`config.mk`:
```
export PLATFORM = sky130hd
export DESIGN_NAME = wb_lsu_master_flat
export DESIGN_NICKNAME = d
export VERILOG_FILES = /design/src/rtl/wb_lsu_pkg.sv /design/src/rtl/wb_lsu_if.sv /design/src/rtl/wb_timeout_ctr.sv /design/src/rtl/wb_lsu_master.sv /design/src/flat_wrapper.sv
export SDC_FILE = /design/constraint.sdc
export NUM_CORES = 1
export LEC_CHECK = 0
export ABC_AREA = 0
export ABC_CLOCK_PERIOD_IN_PS = 1480
export CAP_MARGIN = 20
export CORE_ASPECT_RATIO = 0.7
export CORE_MARGIN = 2
export CORE_UTILIZATION = 35
export DETAILED_ROUTE_END_ITERATION = 6
export PLACE_DENSITY = 0.78
export SLEW_MARGIN = 25
export SYNTH_ARGS = -nofsm -noshare
export SYNTH_HDL_FRONTEND = slang
export SYNTH_SLANG_ARGS = --single-unit
export TNS_END_PERCENT = 10
```
`constraint.sdc`:
```
create_clock -name clk -period 1.48 [get_ports clk]
set_input_delay 0.222 -clock clk [delete_from_list [all_inputs] [get_ports clk]]
set_output_delay 0.222 -clock clk [all_outputs]
set_load 0.03 [all_outputs]
```
`src/rtl/wb_lsu_pkg.sv`:
```
// Shared types and constants for the Wishbone load/store initiator:
// FSM states, response cause codes, RISC-V funct3 encodings and the alignment rule.
package wb_lsu_pkg;

    typedef enum logic [1:0] {
        ST_IDLE    = 2'b00,
        ST_BUS     = 2'b01,
        ST_RECOVER = 2'b10
    } lsu_state_e;

    typedef enum logic [1:0] {
        CAUSE_OK       = 2'b00,
        CAUSE_MISALIGN = 2'b01,
        CAUSE_RANGE    = 2'b10,
        CAUSE_TIMEOUT  = 2'b11
    } cause_e;

    localparam logic [2:0] F3_LB  = 3'b000;
    localparam logic [2:0] F3_LH  = 3'b001;
    localparam logic [2:0] F3_LW  = 3'b010;
    localparam logic [2:0] F3_LBU = 3'b100;
    localparam logic [2:0] F3_LHU = 3'b101;
    localparam logic [2:0] F3_SB  = 3'b000;
    localparam logic [2:0] F3_SH  = 3'b001;
    localparam logic [2:0] F3_SW  = 3'b010;

    // Access size lives in funct3[1:0]; sign bit funct3[2] does not affect alignment.
    function automatic logic is_misaligned(input logic [2:0] funct3, input logic [1:0] addr_lo);
        logic mis;
        case (funct3[1:0])
            2'b00:   mis = 1'b0;
            2'b01:   mis = addr_lo[0];
            default: mis = (addr_lo != 2'b00);
        endcase
        return mis;
    endfunction

endpackage

```
`src/rtl/wb_lsu_if.sv`:
```
// CPU request/response handshake plus Wishbone initiator signals, bundled
// with modports for the LSU (master) and the environment side (slave).
interface wb_lsu_if #(
    parameter int ADDR_WIDTH = 16,
    parameter int DATA_WIDTH = 32
) ();

    logic                  req_valid;
    logic                  req_ready;
    logic                  req_we;
    logic [31:0]           req_addr;
    logic [2:0]            req_funct3;
    logic [DATA_WIDTH-1:0] req_wdata;

    logic                  resp_valid;
    logic [DATA_WIDTH-1:0] resp_rdata;
    logic                  resp_err;
    logic [1:0]            resp_cause;

    logic                  wb_cyc_o;
    logic                  wb_stb_o;
    logic                  wb_we_o;
    logic [ADDR_WIDTH-1:0] wb_adr_o;
    logic [DATA_WIDTH-1:0] wb_dat_o;
    logic [2:0]            wb_funct3_o;
    logic [DATA_WIDTH-1:0] wb_dat_i;
    logic                  wb_ack_i;

    modport master (
        input  req_valid, req_we, req_addr, req_funct3, req_wdata,
        input  wb_dat_i, wb_ack_i,
        output req_ready, resp_valid, resp_rdata, resp_err, resp_cause,
        output wb_cyc_o, wb_stb_o, wb_we_o, wb_adr_o, wb_dat_o, wb_funct3_o
    );

    modport slave (
        output req_valid, req_we, req_addr, req_funct3, req_wdata,
        output wb_dat_i, wb_ack_i,
        input  req_ready, resp_valid, resp_rdata, resp_err, resp_cause,
        input  wb_cyc_o, wb_stb_o, wb_we_o, wb_adr_o, wb_dat_o, wb_funct3_o
    );

endinterface

```
`src/rtl/wb_timeout_ctr.sv`:
```
// Saturating cycle counter; expired is high during the TIMEOUT-th enabled
// cycle after a clear, so the caller can abort on that same edge.
module wb_timeout_ctr #(
    parameter int TIMEOUT = 15
) (
    input  logic clk,
    input  logic rst_n,
    input  logic clear,
    input  logic enable,
    output logic expired
);

    localparam int CW = (TIMEOUT > 2) ? $clog2(TIMEOUT) : 1;
    localparam logic [CW-1:0] LAST = CW'(TIMEOUT - 1);

    logic [CW-1:0] cnt_q, cnt_d;

    // Next count: clear wins, otherwise count up while enabled and not yet at LAST.
    always_comb begin
        cnt_d = cnt_q;
        if (clear) begin
            cnt_d = '0;
        end else if (enable && (cnt_q != LAST)) begin
            cnt_d = cnt_q + CW'(1);
        end else begin
            cnt_d = cnt_q;
        end
    end

    // Count register.
    always_ff @(posedge clk or negedge rst_n) begin
        if (!rst_n) begin
            cnt_q <= '0;
        end else begin
            cnt_q <= cnt_d;
        end
    end

    assign expired = (cnt_q == LAST);

endmodule

```
`src/rtl/wb_lsu_master.sv`:
```
// Wishbone initiator: one classic cycle per accepted load/store, with alignment,
// range and ack-timeout checking, and a RECOVER state that waits out a held ack.
module wb_lsu_master #(
    parameter int ADDR_WIDTH = 16,
    parameter int DATA_WIDTH = 32,
    parameter int TIMEOUT    = 15
) (
    input  logic     clk,
    input  logic     rst_n,
    wb_lsu_if.master bus
);

    import wb_lsu_pkg::*;

    lsu_state_e            state_q, state_d;
    logic [ADDR_WIDTH-1:0] adr_q, adr_d;
    logic [DATA_WIDTH-1:0] dat_q, dat_d;
    logic [DATA_WIDTH-1:0] rdata_q, rdata_d;
    logic [2:0]            funct3_q, funct3_d;
    logic                  we_q, we_d;
    logic                  cyc_q, cyc_d;
    logic                  valid_q, valid_d;
    logic                  err_q, err_d;
    cause_e                cause_q, cause_d;
    cause_e                req_cause_s;
    logic                  range_ok_s;
    logic                  ctr_clear_s;
    logic                  ctr_en_s;
    logic                  expired_s;

    wb_timeout_ctr #(.TIMEOUT(TIMEOUT)) u_timeout (
        .clk     (clk),
        .rst_n   (rst_n),
        .clear   (ctr_clear_s),
        .enable  (ctr_en_s),
        .expired (expired_s)
    );

    assign range_ok_s = ((bus.req_addr >> ADDR_WIDTH) == 32'd0);

    // Classify the incoming request; misalignment takes priority over range.
    always_comb begin
        req_cause_s = CAUSE_OK;
        if (is_misaligned(bus.req_funct3, bus.req_addr[1:0])) begin
            req_cause_s = CAUSE_MISALIGN;
        end else if (!range_ok_s) begin
            req_cause_s = CAUSE_RANGE;
        end else begin
            req_cause_s = CAUSE_OK;
        end
    end

    // FSM next state, bus request registers and the one-cycle response pulse.
    always_comb begin
        state_d     = state_q;
        adr_d       = adr_q;
        dat_d       = dat_q;
        we_d        = we_q;
        funct3_d    = funct3_q;
        cyc_d       = cyc_q;
        valid_d     = 1'b0;
        err_d       = 1'b0;
        cause_d     = CAUSE_OK;
        rdata_d     = '0;
        ctr_clear_s = 1'b0;
        ctr_en_s    = 1'b0;
        case (state_q)
            ST_IDLE: begin
                if (bus.req_valid) begin
                    if (req_cause_s != CAUSE_OK) begin
                        valid_d = 1'b1;
                        err_d   = 1'b1;
                        cause_d = req_cause_s;
                    end else begin
                        adr_d       = bus.req_addr[ADDR_WIDTH-1:0];
                        dat_d       = bus.req_wdata;
                        we_d        = bus.req_we;
                        funct3_d    = bus.req_funct3;
                        cyc_d       = 1'b1;
                        ctr_clear_s = 1'b1;
                        state_d     = ST_BUS;
                    end
                end else begin
                    state_d = ST_IDLE;
                end
            end
            ST_BUS: begin
                ctr_en_s = 1'b1;
                // An ack on the expiry cycle still counts as success.
                if (bus.wb_ack_i) begin
                    valid_d = 1'b1;
                    rdata_d = we_q ? '0 : bus.wb_dat_i;
                    cyc_d   = 1'b0;
                    state_d = ST_RECOVER;
                end else if (expired_s) begin
                    valid_d = 1'b1;
                    err_d   = 1'b1;
                    cause_d = CAUSE_TIMEOUT;
                    cyc_d   = 1'b0;
                    state_d = ST_RECOVER;
                end else begin
                    state_d = ST_BUS;
                end
            end
            ST_RECOVER: begin
                if (!bus.wb_ack_i) begin
                    state_d = ST_IDLE;
                end else begin
                    state_d = ST_RECOVER;
                end
            end
            default: begin
                cyc_d   = 1'b0;
                state_d = ST_IDLE;
            end
        endcase
    end

    // State and output registers.
    always_ff @(posedge clk or negedge rst_n) begin
        if (!rst_n) begin
            state_q  <= ST_IDLE;
            adr_q    <= '0;
            dat_q    <= '0;
            we_q     <= 1'b0;
            funct3_q <= 3'b000;
            cyc_q    <= 1'b0;
            valid_q  <= 1'b0;
            err_q    <= 1'b0;
            cause_q  <= CAUSE_OK;
            rdata_q  <= '0;
        end else begin
            state_q  <= state_d;
            adr_q    <= adr_d;
            dat_q    <= dat_d;
            we_q     <= we_d;
            funct3_q <= funct3_d;
            cyc_q    <= cyc_d;
            valid_q  <= valid_d;
            err_q    <= err_d;
            cause_q  <= cause_d;
            rdata_q  <= rdata_d;
        end
    end

    assign bus.req_ready   = (state_q == ST_IDLE);
    assign bus.resp_valid  = valid_q;
    assign bus.resp_rdata  = rdata_q;
    assign bus.resp_err    = err_q;
    assign bus.resp_cause  = cause_q;
    assign bus.wb_cyc_o    = cyc_q;
    assign bus.wb_stb_o    = cyc_q;
    assign bus.wb_we_o     = we_q;
    assign bus.wb_adr_o    = adr_q;
    assign bus.wb_dat_o    = dat_q;
    assign bus.wb_funct3_o = funct3_q;

endmodule
```
`src/flat_wrapper.sv`:
```
// flat-port wrapper written by rule: the top's interface ports become plain ports
module wb_lsu_master_flat import wb_lsu_pkg::*;
#(
    parameter int ADDR_WIDTH = 16,
    parameter int DATA_WIDTH = 32,
    parameter int TIMEOUT    = 15
)
  (clk, rst_n, bus_req_valid, bus_req_we, bus_req_addr, bus_req_funct3, bus_req_wdata, bus_wb_dat_i, bus_wb_ack_i, bus_req_ready, bus_resp_valid, bus_resp_rdata, bus_resp_err, bus_resp_cause, bus_wb_cyc_o, bus_wb_stb_o, bus_wb_we_o, bus_wb_adr_o, bus_wb_dat_o, bus_wb_funct3_o);
  wb_lsu_if #(.ADDR_WIDTH(ADDR_WIDTH), .DATA_WIDTH(DATA_WIDTH)) bus_i ();
  input  logic clk;
  input  logic rst_n;
  input wire logic [$bits(bus_i.req_valid)-1:0] bus_req_valid;
  input wire logic [$bits(bus_i.req_we)-1:0] bus_req_we;
  input wire logic [$bits(bus_i.req_addr)-1:0] bus_req_addr;
  input wire logic [$bits(bus_i.req_funct3)-1:0] bus_req_funct3;
  input wire logic [$bits(bus_i.req_wdata)-1:0] bus_req_wdata;
  input wire logic [$bits(bus_i.wb_dat_i)-1:0] bus_wb_dat_i;
  input wire logic [$bits(bus_i.wb_ack_i)-1:0] bus_wb_ack_i;
  output wire logic [$bits(bus_i.req_ready)-1:0] bus_req_ready;
  output wire logic [$bits(bus_i.resp_valid)-1:0] bus_resp_valid;
  output wire logic [$bits(bus_i.resp_rdata)-1:0] bus_resp_rdata;
  output wire logic [$bits(bus_i.resp_err)-1:0] bus_resp_err;
  output wire logic [$bits(bus_i.resp_cause)-1:0] bus_resp_cause;
  output wire logic [$bits(bus_i.wb_cyc_o)-1:0] bus_wb_cyc_o;
  output wire logic [$bits(bus_i.wb_stb_o)-1:0] bus_wb_stb_o;
  output wire logic [$bits(bus_i.wb_we_o)-1:0] bus_wb_we_o;
  output wire logic [$bits(bus_i.wb_adr_o)-1:0] bus_wb_adr_o;
  output wire logic [$bits(bus_i.wb_dat_o)-1:0] bus_wb_dat_o;
  output wire logic [$bits(bus_i.wb_funct3_o)-1:0] bus_wb_funct3_o;
  assign bus_i.req_valid = bus_req_valid;
  assign bus_i.req_we = bus_req_we;
  assign bus_i.req_addr = bus_req_addr;
  assign bus_i.req_funct3 = bus_req_funct3;
  assign bus_i.req_wdata = bus_req_wdata;
  assign bus_i.wb_dat_i = bus_wb_dat_i;
  assign bus_i.wb_ack_i = bus_wb_ack_i;
  assign bus_req_ready = bus_i.req_ready;
  assign bus_resp_valid = bus_i.resp_valid;
  assign bus_resp_rdata = bus_i.resp_rdata;
  assign bus_resp_err = bus_i.resp_err;
  assign bus_resp_cause = bus_i.resp_cause;
  assign bus_wb_cyc_o = bus_i.wb_cyc_o;
  assign bus_wb_stb_o = bus_i.wb_stb_o;
  assign bus_wb_we_o = bus_i.wb_we_o;
  assign bus_wb_adr_o = bus_i.wb_adr_o;
  assign bus_wb_dat_o = bus_i.wb_dat_o;
  assign bus_wb_funct3_o = bus_i.wb_funct3_o;
  wb_lsu_master #(.ADDR_WIDTH(ADDR_WIDTH), .DATA_WIDTH(DATA_WIDTH), .TIMEOUT(TIMEOUT)) u_core (.clk(clk), .rst_n(rst_n), .bus(bus_i));
endmodule
```
; After elaboration in Yosys (flattened, before gate mapping)
; Index checks and enable logic that the tools add are counted.
[totals]
register_bits = 95
inputBits = 104
output_inout_bits = 91
elab_cells = 67
[classes]
addsub = 1
n_eq_ne = 9
n_mux = 35
bitwise = 2
n_reduce_logical = 9
[ops]
columns = cell, count
row1 = 32-bit two-way mux, 3
row2 = 32-bit logical NOT, 1
row3 = 2-bit two-way mux, 11
row4 = 1-bit two-way mux, 13
row5 = 4-bit two-way mux, 2
row6 = 1-bit case mux with 2 select lines, 3
row7 = 2-bit case mux with 3 select lines, 1
row8 = 2-bit nonzero test, 3
row9 = 4-bit by 1-bit adder with 4-bit output (second input constant), 1
row10 = 2-bit by 1-bit equality test with 1-bit output (second input constant), 2
row11 = 4-bit equality test (second input constant), 1
row12 = 2-bit logical NOT, 2
row13 = 2-bit inequality test (second input constant), 2
row14 = 4-bit inequality test (second input constant), 1
row15 = 2-bit case mux with 2 select lines, 1
row16 = 4-bit AND reduction, 1
row17 = 3-bit by 2-bit inequality test with 1-bit output (second input constant), 1
row18 = 3-bit inequality test (second input constant), 1
row19 = 1-bit case mux with 3 select lines, 1
row20 = 3-bit AND reduction, 1
row21 = 2-bit equality test (second input constant), 1
row22 = 1-bit NOT, 2
row23 = 1-bit logical AND, 1

; Depth between registers and ports, before layout
[depth]
ltp_word = 8
depth_mapped = 6
ltp_nobuf = 6

; Hierarchy
; Synthesis repeated with hierarchy kept, for this count alone.
[unflattened]
cells_unflattened = 237
hier_area_um2 = 3794.9
[by_module_without_submodules]
columns = module, n_inst, cells_per_inst, area_per_inst_um2, seq_area_each_um2
row1 = wb_lsu_master, 1, 213, 3573.4, 2277.2
row2 = wb_timeout_ctr, 1, 24, 221.5, 100.1

; Worst setup path after synthesis
; Ideal clock, no wire load.
[synth_path]
path_kind = register to register
start = register u_core.state_q[1]
end = register u_core.adr_q[14] (netlist: u_core.bus.wb_adr_o[14])
setup_time_ps = 127
t_arrival_ps = 1500
required_ps = 1353
slack_ps = -148
stages_incl_launch_ff = 7
n_path_buf = 2
period_less_slack_ps = 1628
path_cell_list = dfrtp_1 > nor3b_2 > o21ai_1 > nor2_4 > buf_6 > buf_6 > mux2_1
[synth_via]
elab_chain_cells = 2
[synth_lines]
columns = item, line
row1 = "start, declared", wb_lsu_master.sv:15  ; lsu_state_e state_q, state_d;
row2 = "start signal, assigned", wb_lsu_master.sv:133  ; state_q <= state_d;
row3 = 2-bit logical NOT, wb_lsu_master.sv:67  ; case (state_q)
row4 = 3-bit AND reduction (no source line), n/a
row5 = "end signal, assigned", wb_lsu_master.sv:134  ; adr_q <= adr_d;
row6 = "end, declared", wb_lsu_master.sv:16  ; logic [ADDR_WIDTH-1:0] adr_q, adr_d;
; Every way passes these cells.
; A chain may end at the register's enable or synchronous reset.

; Worst setup path after layout
[layout_path]
start = input bus_req_addr[19]
end = register u_core.dat_q[29] (netlist: u_core.bus.wb_dat_o[29])
[layout_via]
elab_chain_cells = 6
[layout_lines]
columns = item, line
row1 = "start, declared", flat_wrapper.sv:14  ; input wire logic [$bits(bus_i.req_addr)-1:0] bus_req_addr;
row2 = 32-bit logical NOT, wb_lsu_master.sv:39  ; assign range_ok_s = ((bus.req_addr >> ADDR_WIDTH) == 32'd0);
row3 = 2-bit two-way mux, wb_lsu_master.sv:46  ; end else if (!range_ok_s) begin
row4 = 2-bit two-way mux, wb_lsu_master.sv:44  ; if (is_misaligned(bus.req_funct3, bus.req_addr[1:0])) begin
row5 = 2-bit nonzero test, wb_lsu_master.sv:70  ; if (req_cause_s != CAUSE_OK) begin
row6 = 1-bit NOT (no source line), n/a
row7 = 3-bit AND reduction (no source line), n/a
row8 = "end signal, assigned", wb_lsu_master.sv:135  ; dat_q <= dat_d;
row9 = "end, declared", wb_lsu_master.sv:17  ; logic [DATA_WIDTH-1:0] dat_q, dat_d;
; Every way passes these cells.

==> impl_metrics.csv <==
group,metric,value,unit
status,status,"finished with violations",
status,violations,"negative setup slack",
worst_setup_path,required,1.69,ns
route,ant_nets,0,
sta,min_period,1.66,ns
layout,multiInputGateArea,1270,sq um
synth,netlist_area,3560,sq um
floorplanning,die-area,11000,sq um
cts,cts_max_path_buffers,2,
layout,area.growth.synth_to_final,75.8,%
worst_setup_path,critPathLaunchType,"input pin",
cts,worst_skew_pair.late_latency,0.33,ns
cts,cts.sinks,95,
route,drt-initial-drc-count,69,
synth,synth_top_family_by_area,"multiplexers",
layout,diodes,0,
synth,synthMuxAreaShare,16.5,%
cts,htreeDepth,3,
layout,final_nets,560,
route,wl,9530,microns
worst_setup_path,worstSetupPathType,"input pin to register",
synth,synthArstFlopShare,100,%
place,dpl.cell_count,561,
layout,regArea,2380,sq um
place,dpl_cell_area,5710,sq um
cts,cts_root_buf,"clkbuf_16",
worst_setup_path,end_kind,"register",
grt,grt_max_degree,50,
floorplanning,core-area,9800,sq um
worst_setup_path,cpMaxStageDelayCell,"clkdlybuf4s50_1",
floorplanning,start_util,36.3,%
synth,ys_ff_latch,95,
power,ir_drop,0.625,mV
synth,netlist_instances,236,
worst_setup_path,critPathMaxFanout,8,
power,pwr_density_cell,869,nW/um^2
grt,track_usage,16.7,%
layout,final_cells,586,
grt,grt_pass1_wl,14400,microns
cts,numCtsBuffers,9,
floorplanning,ios,195,
synth,synth_top_flop_cell,"dfrtp_1",
layout,drive_gt1_share,21.8,%
sta,slew_violations,0,
route,num_vias,2662,
place,io_buffers,194,
worst_setup_path,crit_chain,"clkdlybuf4s50_1 -> nor4_2 -> nand4_2 -> nor2_4 -> buf_12 -> clkbuf_16 -> mux2_4",
place,dp_hpwl,6660,microns
synth,syn_area_per_cell,15.1,sq um
cts,path_clk_slew,0.06,ns
layout,fill_cells,759,
sta,setup_viol,52,
sta,worst_slew_pin_slew,0.572,ns
synth,synth_edf_count,0,
synth,synth_fa_ha_area_share,0.703,%
sta,hold_viol,0,
sta,fmax,603,MHz
job,drv_cap,0,
sta,setup_tns,-7.30,ns
worst_setup_path,crit_path_max_incr_delay,0.41,ns
floorplanning,rows,30,
layout,layout_common_cells,"dlygate4sd2_1, dfrtp_1, clkdlybuf4s50_1, mux2_4, and2_1",
synth,yosys.area_share.simple,11.1,%
floorplanning,die_w,125,microns
synth,yosysSeqAreaShare,66.8,%
power,p_leak,3.32,nW
grt,antenna_found_initial,0,
sta,slew_headroom,61.8,%
synth,yosysWarnings,0,
synth,syn-num-nets,342,
layout,stdcell_area,6250,sq um
power,power,5.44,mW
place,place.gp.congestion,0.742,
route,routed_via_density,4.54,
min_path,worst_hold_path_type,"input pin to async pin",
cts,cts_tree,"yes",
sta,grt_setup_unrepaired,"yes",
grt,grt_pass1_vias,2783,
synth,synth_xor_area_share,0.492,%
sta,skew,0.00588,ns
floorplanning,die_h,88.4,microns
synth,synth_area_leaders,"dfrtp_1, mux2_2, mux2_1",
route,dr.pass1.iters,4,
synth,synth_cell_type_count,30,
synth,yosysTopAreaCell,"dfrtp_1",
grt,grt_overflow,0,
sta,setup_slack,-0.177,ns
synth,synth.top_cell.area_share,66.8,%
worst_setup_path,crit_arrival,1.87,ns
synth,synth_compound_area_share,1.79,%
layout,mostFrequentLayoutCell,"dlygate4sd2_1",
sta,final.period_utilization,112,%
route,drcViolationCount,0,
route,drt-wirelength-per-cell,16.3,microns
flip-flops by register name (all words and copies together) (netlist names):
| signal | cells |
|---|---|
| u_core.bus.wb_dat_o | 32 |
| u_core.bus.resp_rdata | 32 |
| u_core.u_timeout.cnt_q | 4 |
| u_core.state_q | 2 |
| u_core.bus.resp_cause | 2 |
| u_core.bus.wb_adr_o | 16 |
| u_core.bus.resp_err | 1 |
| u_core.bus.wb_we_o | 1 |
| u_core.bus.wb_funct3_o | 3 |
| u_core.bus.resp_valid | 1 |
| u_core.bus.wb_cyc_o | 1 |
path summary, 6_finish.rpt:
path                                         start                   endpoint  slack, ns  cells after the start
max                               bus_req_addr[19]    u_core.bus.wb_dat_o[29]      -0.18                      7
max reg2reg                      u_core.state_q[1]    u_core.bus.wb_dat_o[29]      -0.15                      6
min in group clk                   bus_wb_dat_i[9]   u_core.bus.resp_rdata[9]       0.44                      2
min reg2reg                u_core.bus.wb_adr_o[14]    u_core.bus.wb_adr_o[14]       0.48                      1
min                                          rst_n  u_core.bus.resp_rdata[19]       0.40                      3
max in group asynchronous                    rst_n    u_core.bus.wb_dat_o[18]       0.53                      3
per-stage QoR:
step                hold slack [ns]  setup WS [ns]  util (%)
floorplan                   -0.0736         -0.114         -
global placement              0.213         -0.538      58.3
detailed placement            0.221         -0.606      58.3
CTS                           0.404         -0.217      62.5
global route                  0.422         -0.236      63.8
finish                        0.399         -0.177      63.8
power breakdown:
group	internal (mW)	switching [mW]
Combinational	0.262	0.126
Clock	1.52	0.925
Sequential	2.60	0.00197
layout make-up:
type,instances,area share [%]
Inverter,2,0.120
Tap cell,128,2.56
Multi-Input combinational cell,129,20.3
Clock inverter,3,1.08
Timing Repair Buffer,217,34.0
Clock buffer,12,3.94
Sequential cell,95,38.0
critical path: cells and delay by family:
| family | cells | cell delay [ns] |
|---|---|---|
| buffers and inverters | 3 | 0.75 |
| AND/OR/NAND/NOR | 3 | 0.59 |
| multiplexers | 1 | 0.30 |
cells in the mapped netlist (2+ instances only):
master and count:
buf_8 2, nand2b_1 2, dfrtp_1 95, mux2_2 27, inv_1 2, buf_4 3
mux2_1 25, nor4_2 4, and2_1 32, nand2_1 6, nand3_1 3, buf_6 2
a21oi_1 3, ha_1 2, or3_1 2, o21ai_0 6, clkbuf_1 3, nor2_1 5
timing repair:
item,in CTS,in global routing
endpoints found under the setup margin,147,90
pin swaps,2,2
buffers inserted,6,1
endpoints found under the hold margin,49,0
hold buffers,1,0
gates cloned,3,1
gates resized for setup,120,36
per-layer routing:
layer	vias to the layer above	global-route usage, %	routed length (microns)
li1	1232	-	-
met1	1298	19.5	3870
met2	123	28.4	4580
met3	9	8.28	1010
met4	0	3.68	68
met5	-	0	0
cells by family (layout without fill, tap and decap cells):
group                      count (synthesis)  count (layout)
DFF                                       95              95
buffers and inverters                     12             234
adders and majority gates                  2               2
xor gates and xnor gates                   2               2
AOI/OAI and AO/OA                         12              12
muxes                                     52              52
and+or+nand+nor                           61              61
Note: power is estimated with default switching activity, not from simulation.
